File: src/rtl/controller_seq_pkg.sv
// Shared definitions for the instruction sequencer: state encodings, opcodes, ISR field layout.
// Ports: none (package only). Imported by controller_seq and its register-index decoder.
// Optional memory-wait behaviour (macro CTRL_MEM_WAIT_EN) lives in controller_seq, not here.
package ctrl_defs;

   // State codes are visible on the debug LEDs, so they are fixed values, not tool-chosen.
   typedef enum logic [3:0] {
      ST_FETCH     = 4'b0000,
      ST_DECODE    = 4'b0001,
      ST_EXEC_AX1  = 4'b0010,
      ST_EXEC_AX2  = 4'b0011,
      ST_EXEC_AX3  = 4'b0100,
      ST_EXEC_L    = 4'b0101,
      ST_EXEC_M    = 4'b0110,
      ST_INCREMENT = 4'b0111,
      ST_IDLE      = 4'b1000,
      ST_ERROR     = 4'b1111
   } state_t;

   localparam logic [1:0] OP_MOVE = 2'b00;
   localparam logic [1:0] OP_LOAD = 2'b01;
   localparam logic [1:0] OP_ADD  = 2'b10;
   localparam logic [1:0] OP_XOR  = 2'b11;

   // ISR layout: [7:6] opcode, [5:3] Rx (destination), [2:0] Ry (source).
   localparam int ISR_OP_LSB  = 6;
   localparam int ISR_RX_LSB  = 3;
   localparam int ISR_RY_LSB  = 0;
   // Low opcode bit distinguishes ADD (0) from XOR (1) within the ALU group.
   localparam int ISR_XOR_BIT = 6;

   function automatic logic [1:0] isr_op(input logic [7:0] isr);
      return isr[ISR_OP_LSB +: 2];
   endfunction

   function automatic logic [2:0] isr_rx(input logic [7:0] isr);
      return isr[ISR_RX_LSB +: 3];
   endfunction

   function automatic logic [2:0] isr_ry(input logic [7:0] isr);
      return isr[ISR_RY_LSB +: 3];
   endfunction

endpackage

File: src/rtl/controller_seq_reg_onehot_dec.sv
// Register-index decoder: 3-bit register number plus enable -> NREG-wide one-hot vector.
// Ports: idx_i (register number), en_i (enable), onehot_o (all zero when en_i is low).
// Purely combinational; NREG must be 8 so every 3-bit index maps to exactly one bit.
module reg_onehot_dec
   import ctrl_defs::*;
#(
   parameter int NREG = 8
) (
   input  logic [2:0]      idx_i,
   input  logic            en_i,
   output logic [NREG-1:0] onehot_o
);

   always_comb begin
      onehot_o = '0;
      if (en_i) begin
         onehot_o[idx_i] = 1'b1;
      end
   end

endmodule

File: src/rtl/controller_seq.sv
// Instruction sequencer: state register, Run/Done handshake, per-cycle datapath enables from ISR.
// Ports: Clock/Resetn/Run/ISR in; IR_in, PC_inc, R_in, R_out, DIN_out, A_in, G_in, G_out, AluXor, Done, Error, State out.
// Macro CTRL_MEM_WAIT_EN adds Mem_ready: FETCH and EXEC_L stretch until memory reports ready.
module controller_seq
   import ctrl_defs::*;
#(
   parameter int NREG     = 8,
   parameter int CONT_RUN = 1
) (
   input  logic            Clock,
   input  logic            Resetn,
   input  logic            Run,
`ifdef CTRL_MEM_WAIT_EN
   input  logic            Mem_ready,
`endif
   input  logic [7:0]      ISR,
   output logic            IR_in,
   output logic            PC_inc,
   output logic [NREG-1:0] R_in,
   output logic [NREG-1:0] R_out,
   output logic            DIN_out,
   output logic            A_in,
   output logic            G_in,
   output logic            G_out,
   output logic            AluXor,
   output logic            Done,
   output logic            Error,
   output logic [3:0]      State
);

   state_t     state_q, state_d;
   logic       run_q;
   logic       start;
   logic       mem_ok;
   logic       rin_en, rout_en;
   logic [2:0] rin_idx, rout_idx;

`ifdef CTRL_MEM_WAIT_EN
   assign mem_ok = Mem_ready;
`else
   assign mem_ok = 1'b1;
`endif

   // Single-shot mode starts only on a Run rising edge, so holding Run high
   // executes one instruction and then parks in IDLE.
   assign start = (CONT_RUN != 0) ? Run : (Run & ~run_q);

   always_ff @(posedge Clock or negedge Resetn) begin
      if (!Resetn) begin
         state_q <= ST_IDLE;
         run_q   <= 1'b0;
      end else begin
         state_q <= state_d;
         run_q   <= Run;
      end
   end

   always_comb begin
      state_d  = state_q;
      IR_in    = 1'b0;
      PC_inc   = 1'b0;
      DIN_out  = 1'b0;
      A_in     = 1'b0;
      G_in     = 1'b0;
      G_out    = 1'b0;
      AluXor   = 1'b0;
      Done     = 1'b0;
      Error    = 1'b0;
      rin_en   = 1'b0;
      rout_en  = 1'b0;
      rin_idx  = isr_rx(ISR);
      rout_idx = isr_ry(ISR);

      case (state_q)
         ST_IDLE: begin
            if (start) state_d = ST_FETCH;
         end
         ST_FETCH: begin
            IR_in = 1'b1;
            if (mem_ok) state_d = ST_DECODE;
         end
         ST_DECODE: begin
            case (isr_op(ISR))
               OP_MOVE: state_d = ST_EXEC_M;
               OP_LOAD: state_d = ST_EXEC_L;
               default: state_d = ST_EXEC_AX1;
            endcase
         end
         ST_EXEC_M: begin
            rout_en = 1'b1;
            rin_en  = 1'b1;
            state_d = ST_INCREMENT;
         end
         ST_EXEC_L: begin
            DIN_out = 1'b1;
            // Write only in the cycle the memory data is valid.
            rin_en  = mem_ok;
            if (mem_ok) state_d = ST_INCREMENT;
         end
         ST_EXEC_AX1: begin
            // First operand comes from the destination register.
            rout_en  = 1'b1;
            rout_idx = isr_rx(ISR);
            A_in     = 1'b1;
            state_d  = ST_EXEC_AX2;
         end
         ST_EXEC_AX2: begin
            rout_en = 1'b1;
            G_in    = 1'b1;
            AluXor  = ISR[ISR_XOR_BIT];
            state_d = ST_EXEC_AX3;
         end
         ST_EXEC_AX3: begin
            G_out   = 1'b1;
            rin_en  = 1'b1;
            state_d = ST_INCREMENT;
         end
         ST_INCREMENT: begin
            PC_inc  = 1'b1;
            Done    = 1'b1;
            state_d = ((CONT_RUN != 0) && Run) ? ST_FETCH : ST_IDLE;
         end
         ST_ERROR: begin
            // Sticky until Resetn; all enables stay low.
            Error = 1'b1;
         end
         default: begin
            state_d = ST_ERROR;
         end
      endcase
   end

   reg_onehot_dec #(.NREG(NREG)) u_rin_dec (
      .idx_i    (rin_idx),
      .en_i     (rin_en),
      .onehot_o (R_in)
   );

   reg_onehot_dec #(.NREG(NREG)) u_rout_dec (
      .idx_i    (rout_idx),
      .en_i     (rout_en),
      .onehot_o (R_out)
   );

   assign State = state_q;

endmodule

File: config.mk
export PLATFORM = sky130hd
export DESIGN_NAME = controller_seq
export DESIGN_NICKNAME = d
export VERILOG_FILES = /design/src/rtl/controller_seq_pkg.sv /design/src/rtl/controller_seq_reg_onehot_dec.sv /design/src/rtl/controller_seq.sv
export SDC_FILE = /design/constraint.sdc
export NUM_CORES = 1
export LEC_CHECK = 0
export ABC_CLOCK_PERIOD_IN_PS = 1810
export CORE_MARGIN = 4
export CORE_UTILIZATION = 30
export CTS_BUF_LIST = sky130_fd_sc_hd__clkbuf_8
export CTS_CLUSTER_DIAMETER = 30
export DETAILED_ROUTE_END_ITERATION = 8
export GPL_TIMING_DRIVEN = 0
export PLACE_DENSITY = 0.73
export SLEW_MARGIN = 15
export SYNTH_ARGS = -nofsm -noshare
export SYNTH_HDL_FRONTEND = slang
export SYNTH_SLANG_ARGS = --single-unit
File: constraint.sdc
create_clock -name Clock -period 1.81 [get_ports Clock]
set_clock_uncertainty 0.15 [all_clocks]
set_input_delay 0.2715 -clock Clock [delete_from_list [all_inputs] [get_ports Clock]]
set_output_delay 0.2715 -clock Clock [all_outputs]
set_load 0.02 [all_outputs]
# After elaboration in Yosys (flattened, before gate mapping)
# Cells that the tools add are included.
op_classes:
  order_cmp: 4
  eq_ne: 11
  n_mux: 21
  bitwise: 1
  reduce_logical: 7
ops:
  columns: ["operator", "n"]
  rows:
  - ["one-hot mux 4 bit (8 select lines)", 1]
  - ["== test 4 x 3 -> 1 bit, second input constant", 4]
  - ["two-way mux 8 bit", 2]
  - ["two-way mux 1 bit", 12]
  - ["== test 4 x 2 -> 1 bit, second input constant", 2]
  - ["== test 4 bit, second input constant", 2]
  - ["less-than comparator 3 x 4 -> 1 bit, second input constant", 2]
  - ["two-way mux 4 bit", 2]
  - ["demux 1 bit (select 3 bit)", 2]
  - [">= comparator 3 x 1 -> 1 bit, second input constant", 2]
  - ["one-hot mux 3 bit (2 select lines)", 1]
  - ["OR reduction 3 bit", 2]
  - ["== test 4 x 1 -> 1 bit, second input constant", 1]
  - ["zero test 4 bit", 1]
  - ["two-way mux 3 bit", 1]
  - ["== test 2 x 1 -> 1 bit, second input constant", 1]
  - ["logical AND 1 bit", 2]
  - ["zero test 2 bit", 1]
  - ["inequality test 2 bit, second input constant", 1]
  - ["AND reduction 2 bit", 1]
  - ["inverter 1 bit", 1]
word_totals:
  ff_bits: 4
  in_bits: 11
  output_inout_bits: 29

# Depth between registers and ports, before layout
# Gate-level depths: netlist of run 1.
depth:
  word_depth: 7
  mapped_depth: 5

# By module
# From an unflattened synthesis of run 1, not the netlist that was laid out.
hier_totals:
  cells_unflattened: 57
  area_unflattened_um2: 538.0
by_module_without_submodules:
  columns: ["mod", "instances", "cells_each", "area_each_um2", "seq_area_each_um2"]
  rows:
  - ["controller_seq", 1, 41, 346.6, 101.3]
  - ["reg_onehot_dec at u_rin_dec", 1, 8, 96.3, 0.0]
  - ["reg_onehot_dec at u_rout_dec", 1, 8, 95.1, 0.0]

# Worst setup path before layout of run 1
# Ideal clock, no wire load.
synth_path:
  path_kind: "register to output"
  start: "reg state_q[2], in the netlist State[2]"
  end: "out R_out[4]"
  arrival_ns: 1.867
  t_required_ns: 1.388
  slack_ns: -0.479
  path_stages_with_launch: 5
  path_buffers: 1
  cell_sequence: "dfrtp_1 -> clkbuf_2 -> nor4b_4 -> mux2_2 -> nor2_1"
synth_between:
  elab_chain_cells: 7
  elab_cells_between_ends: 12
  cone_classes: "order compare: 2; eq/ne: 3; mux: 5; reduce/logical: 2"
synth_rtl:
  columns: ["element", "line", "source"]
  rows:
  - ["start, declared", "controller_seq.sv:31", "state_t state_q, state_d;"]
  - ["start signal, assigned", "controller_seq.sv:53", "state_q <= state_d;"]
  - ["== test 4 x 2 -> 1 bit", "controller_seq.sv:74", "case (state_q)"]
  - ["two-way mux 3 bit", "controller_seq.sv:74", null]
  - ["less-than comparator 3 x 4 -> 1 bit (not written as such) / >= comparator 3 x 1 -> 1 bit (equally long branches)", "controller_seq_reg_onehot_dec.sv:17", "onehot_o[idx_i] = 1'b1;"]
  - ["logical AND 1 bit (not written as such)", "controller_seq_reg_onehot_dec.sv:17", null]
  - ["two-way mux 1 bit (not written as such)", "controller_seq_reg_onehot_dec.sv:17", null]
  - ["demux 1 bit (select 3 bit)", null, null]
  - ["two-way mux 8 bit *", "controller_seq_reg_onehot_dec.sv:16", "if (en_i) begin"]
  - ["end, declared", "controller_seq.sv:20", "output logic [NREG-1:0] R_out,"]
# Mark *: on every way between the ends. The rest lies on a longest branch, timed or not.

# Worst setup path in the final report of run 1
layout_path:
  start: "reg state_q[3], in the netlist State[3]"
  end: "out R_out[5]"
# The elaborated chain is that of the path after synthesis.

==> results.toml, run 1 <==
[placed_design]
place_inst = 130
io_buffer_count = 39
dp_hpwl_mm = 1.32
place_congestion = 0.770
pre_cts_slack_ns = -0.803

[timing]
worstMarginPinSlew_ns = 0.299
fmax_ghz = 0.452
min_period_over_period_pct = 122
period_minus_slack_ns = 2.21
hold_violations = 0
slew_headroom_pct = 80.0
finalSetupViolCount = 22
slew_viol_final = 0
rsz0062_at_grt = "yes"
finalWorstSetupSlack_ns = -0.401

[finish]
stdcell_count = 149
drive_gt1_share_pct = 60.2
nets = 145
largest_register_ffs = 4
fin_util_pct = 82.3
antennaDiodeCount = 0
syn_to_final_growth_pct = 150

[logic_synthesis]
yosysWarnings = 0
synth_compound_area_share_pct = 14.8
synth-simple-area-share_pct = 45.7
ys_top_cells_by_area = "dfrtp_1 15%, nor2_1 15%, mux2_2 6.6%, dfstp_2 5.1%, nand2_1 5.1%"
netlist_area_sq_um = 514
synth_cells = 75
synth_top_family_by_area = "simple AND/OR/NAND/NOR gates"
synth_adder_area_share_pct = 0
yosysUniqueCellTypes = 30
async_flop_share_pct = 100
synth_edf_count = 0
yosysTopAreaCell = "dfrtp_1"
syn_area_per_cell_sq_um = 6.86
synth_ff_type = "dfrtp_1"
synth_top_area_share_pct = 14.6
syn-num-nets = 86
synth_xor_area_share_pct = 1.70
synthMuxAreaShare_pct = 8.52
yosysSeqAreaShare_pct = 19.7
synth-seq-cells = 4

[pwr]
powerDensity_mw_per_mm2 = 280
power_frac_clock_pct = 58.3
comb_power_share_pct = 16.6
switchingPower_mw = 0.0933
peakVddDrop_uv = 400
seqPwrFrac_pct = 25.1
p_leak_nw = 0.532
totalPowerFinal_mw = 0.359
switching_share_pct = 26.0
p_int_mw = 0.266

[worst_setup_path]
critPathLaunchType = "flip-flop"
arrival_ns = 1.79
critPathRequiredTime_ns = 1.39
end_kind = "output port"
crit_fanout = 5
crit_type = "flip-flop to output port"

[clock_tree]
clock_path_buffers = 2
cts_tree = "yes"
htreeDepth = 1
clock-sinks = 4
clkSlewWorstSetupHoldPaths_ns = 0.04
worstSkewPairLatency_ns = 0.23
ctsHoldBuffers = 0
numCtsBuffers = 3
root_buffer = "clkbuf_8"

[detailed_routing]
wl_per_cell_microns = 18.1
drc = 0
drt_iter0_markers = 33
totalWireLength_mm = 2.69
avgViaCountPerCell = 5.36
dr.pass1.iters = 4
num_vias = 799
ant_nets = 0

[global_routing]
grt_pass1_wl_mm = 4.10
grt_pass1_vias = 818
gr-total-overflow = 0
grt_antenna_before_repair = 0
grt_max_degree = 11
grt_usage_pct = 22.2

[floorplanning]
num_rows = 14
die_h_microns = 49.4
die_w_microns = 49.4
die-area_sq_mm = 0.00244
initial_core_util_pct = 33.0
io_pins = 40
coreArea_sq_mm = 0.00156

[min_path]
hp-class = "input pin to async pin"

[run]
cap_violations = 0

[outcome]
status = "finished with violations"
violations = "setup timing"
-- timing repair --
item                                    CTS  global route
endpoints found under the hold margin     0             0
gates cloned                              0             0
endpoints found under the setup margin   25            28
pin swaps                                 7             7
resized for setup                       141            16
setup buffers                            15             1
-- cells in the final DEF (no fill, tap or decap), drive strengths merged, types with 2 or more instances in the layout --
cell type	Yosys	final
nor4	2	2
clkdlybuf4s50	0	11
a21oi	3	3
nand4	2	2
clkbuf	2	4
dlygate4sd2	0	2
nor3	5	5
buf	4	44
nand2	7	7
nand2b	4	4
inv	3	3
a32oi	2	2
dlymetal6s2s	0	2
mux2	3	3
nor3b	2	2
nor2	20	20
dfrtp	3	3
-- stage by stage --
step           setup TNS, ns  hold WS [ns]  cell area (sq um)
3_3_place_gp          -12.26         0.327               1050
4_1_cts                -3.51        0.0916               1230
5_1_grt                -5.62         0.109               1280
6_report               -4.48         0.102               1280
2_1_floorplan          -3.66        -0.174                638
3_5_place_dp          -12.46         0.332               1050
-- power groups by stage --
stage | registers [mW] | clock network [mW] | logic, mW
4_1_cts | 0.0901 | 0.206 | 0.0574
6_report | 0.0900 | 0.209 | 0.0595
2_1_floorplan | 0.0911 | 0 | 0.0224
5_1_grt | 0.0899 | 0.223 | 0.0627
3_3_place_gp | 0.0911 | 0 | 0.0541
3_5_place_dp | 0.0911 | 0 | 0.0550
-- synth_stat cells (all sizes together), types with 2 or more instances --
master  number
a21oi        3
a32oi        2
buf          4
clkbuf       2
dfrtp        3
inv          3
mux2         3
nand2        7
nand2b       4
nand4        2
nor2        20
nor3         5
nor3b        2
nor4         2
-- final timing paths --
path                           from  endpoint  slack, ns  cells past startpoint
hold / removal               Resetn  State[0]       0.10                      1
setup reg to reg           State[3]  State[0]       0.02                      7
hold reg to reg            State[0]  State[1]       0.66                      3
setup / recovery           State[3]  R_out[5]      -0.40                      6
min in group Clock              Run  State[3]       0.60                      3
max in group asynchronous    Resetn  State[3]       1.16                      1
-- logic make-up after synthesis --
kind of cell / after synthesis
simple gates: 46
compound gates: 11
buf+inv: 9
mux: 4
flops: 4
xor+xnor: 1
-- worst max-delay path: stages, from the launching register on --
cell	delay, ns
dfstp_2	0.37
buf_6	0.12
nor4b_4	0.31
buf_6	0.19
mux2_4	0.34
nor2_4	0.10
buf_6	0.12
-- final cells by class --
class / instances / area, sq um
Buffer: 5 / 45.0
Clock buffer: 3 / 41.3
Clock inverter: 1 / 3.75
Fill cell: 97 / 275
Inverter: 3 / 15.0
Multi-Input combinational cell: 62 / 559
Sequential cell: 4 / 105
Tap cell: 16 / 20.0
Timing Repair Buffer: 55 / 494
-- layer usage --
metal  track usage, %  share of wire (%)
met5                0                  0
met4             7.37                1.5
met3             4.59                6.7
met2             37.7                 54
met1             27.7                 38
Note: power is estimated with default switching activity, not from simulation.
==> run 2: changes to the inputs <==
--- a/config.mk
+++ b/config.mk
@@ -5,14 +5,14 @@
 export SDC_FILE = /design/constraint.sdc
 export NUM_CORES = 1
 export LEC_CHECK = 0
-export ABC_CLOCK_PERIOD_IN_PS = 1810
+export ABC_CLOCK_PERIOD_IN_PS = 2100
 export CORE_MARGIN = 4
-export CORE_UTILIZATION = 30
+export CORE_UTILIZATION = 34
 export CTS_BUF_LIST = sky130_fd_sc_hd__clkbuf_8
 export CTS_CLUSTER_DIAMETER = 30
 export DETAILED_ROUTE_END_ITERATION = 8
 export GPL_TIMING_DRIVEN = 0
-export PLACE_DENSITY = 0.73
+export PLACE_DENSITY = 0.79
 export SLEW_MARGIN = 15
 export SYNTH_ARGS = -nofsm -noshare
 export SYNTH_HDL_FRONTEND = slang
==> constraint.sdc (replaced) <==
create_clock -name Clock -period 2.1 [get_ports Clock]
set_clock_uncertainty 0.15 [all_clocks]
set_input_delay 0.315 -clock Clock [delete_from_list [all_inputs] [get_ports Clock]]
set_output_delay 0.315 -clock Clock [all_outputs]
set_load 0.02 [all_outputs]
==> run 2 against run 1 <==
Compared with the run above: cell area down 9.5%; total power down 13%; sequential power down 14%; final cell count down 6.0%; sequential cell count unchanged; sequential share of layout area up 0.85 points; the flow still finishes with violations (setup timing); routed wire length down 7.5%; largest cell class unchanged.
==> results.toml, run 2 (synthesis gave the netlist of run 1 again) <==
[worst_setup_path]
end_kind = "output port"
crit_fanout = 7
crit_buf_inv = 2
critPathLaunchType = "flip-flop"
cpMaxStageDelayCell = "dfrtp_2"
arrival_ns = 1.74
critPathRequiredTime_ns = 1.63
slowest_delay_ns = 0.44
crit_type = "flip-flop to output port"
cpMostUsedCell = "buf_6"
r2r_slack_ns = 0.72
cp_top_family = "flip-flops"
timing.critical_path.cells = "nor4b_4, buf_6, mux2_4, nor2_4, buf_6"

[global_routing]
grt_max_degree = 11
grt_pass1_wl_mm = 3.59
gr-total-overflow = 0
grt_antenna_before_repair = 0
grt_usage_pct = 23.8
grt_pass1_vias = 750

[finish]
mostFrequentLayoutCells = "14 x clkdlybuf4s50_1, 12 x nor2_1, 11 x buf_6"
largest_register_ffs = 4
drive_gt1_share_pct = 44.8
final_common_cell = "clkdlybuf4s50_1"
antennaDiodeCount = 0
nets = 137
syn_to_final_growth_pct = 126

[clock_tree]
cts_tree = "yes"
clock_path_buffers = 2
root_buffer = "clkbuf_8"
numCtsBuffers = 3
clkSlewWorstSetupHoldPaths_ns = 0.04
clock-sinks = 4
htreeDepth = 1
worstSkewPairLatency_ns = 0.23

[floorplanning]
die_w_microns = 46.9
coreArea_sq_mm = 0.00137
die-area_sq_mm = 0.00220
io_pins = 40
num_rows = 13
die_h_microns = 46.9
initial_core_util_pct = 37.6

[detailed_routing]
wl_met1_microns = 904
dr_wl_met3_microns = 165
dr.pass1.iters = 4
drt_iter0_markers = 29
num_vias = 792
wl_per_cell_microns = 17.8
ant_nets = 0
avgViaCountPerCell = 5.66
maxUsedRoutingLayer = "met4"
wl_met2_mm = 1.30
totalWireLength_mm = 2.49
drc = 0

[pwr]
powerDensity_mw_per_mm2 = 269
peakVddDrop_uv = 292
p_leak_nw = 0.466

[timing]
min_period_over_period_pct = 105
slew_viol_final = 0
slew_headroom_pct = 74.8
finalSetupViolCount = 8
rsz0062_at_grt = "yes"
worstMarginPinSlew_ns = 0.378
whs_ns = 0.159
fmax_ghz = 0.453
finalWorstSetupSlack_ns = -0.109
period_minus_slack_ns = 2.21
finalSetupTns_ns = -0.712
hold_violations = 0

[min_path]
hp-class = "input pin to async pin"

[run]
cap_violations = 0

[placed_design]
dp_hpwl_mm = 1.54
place_congestion = 0.780
io_buffer_count = 39

[outcome]
violations = "setup timing"
status = "finished with violations"
[run 2: cell types whose count changed in the layout (fill, tap and decap cells not counted), moves of 3 or more]
cell / delta
clkdlybuf4s50_1: +3
dlygate4sd2_1: +6
nor3_1: +3
buf_4: -14
buf_6: -6
clkdlybuf4s15_2: +6
[run 2: timing repair]
item / in CTS / in global routing
hold buffers: 0 / 0
buffers inserted: 9 / 0
resized for setup: 91 / 11
pin swaps: 6 / 5
setup endpoints to repair: 25 / 14
[run 2: where the power goes]
| part | total, mW | switching, mW | internal, mW | leakage [nW] |
|---|---|---|---|---|
| Clock | 0.181 | 0.0551 | 0.126 | 0.0269 |
| Combinational | 0.0541 | 0.0279 | 0.0262 | 0.404 |
| Sequential | 0.0775 | 0 | 0.0775 | 0.0358 |
[run 2: path summary, 6_finish.rpt]
path | start | end | cells past startpoint
hold reg to reg | State[3] | State[3] | 1
min in group Clock | State[3] | State[3] | 1
setup reg to reg | State[1] | State[3] | 4
setup / recovery | State[2] | R_out[4] | 5
max in group asynchronous | Resetn | State[3] | 1
hold / removal | Resetn | State[1] | 1
[run 2: routing by layer]
layer / vias up / GRT usage (%)
met3: 11 / 2.68
met2: 55 / 43.1
met5: - / 0
met1: 365 / 26.5
li1: 361 / -
met4: 0 / 13.8
[run 2: layout make-up]
type	count	area (sq um)
plain buffers	4	23.8
clock buffers	3	41.3
clock inverters	1	3.75
fillers	85	204
inverters	3	11.3
multi-input cells	62	497
flip-flops and latches	4	105
well taps	15	18.8
repair buffers	48	462
[run 2: metrics by stage]
| step | utilization (%) | instances | cell area [sq um] | setup slack, ns | power, mW |
|---|---|---|---|---|---|
| 6_report | 85.1 | 140 | 1160 | -0.109 | 0.313 |
| 3_5_place_dp | 74.9 | 129 | 1020 | -0.565 | 0.126 |
| 2_1_floorplan | - | 75 | 614 | -0.164 | 0.0977 |
| 3_3_place_gp | 74.9 | 129 | 1020 | -0.517 | 0.124 |
| 5_1_grt | 85.1 | 140 | 1160 | -0.145 | 0.319 |
| 4_1_cts | 85.2 | 140 | 1160 | -0.0589 | 0.304 |
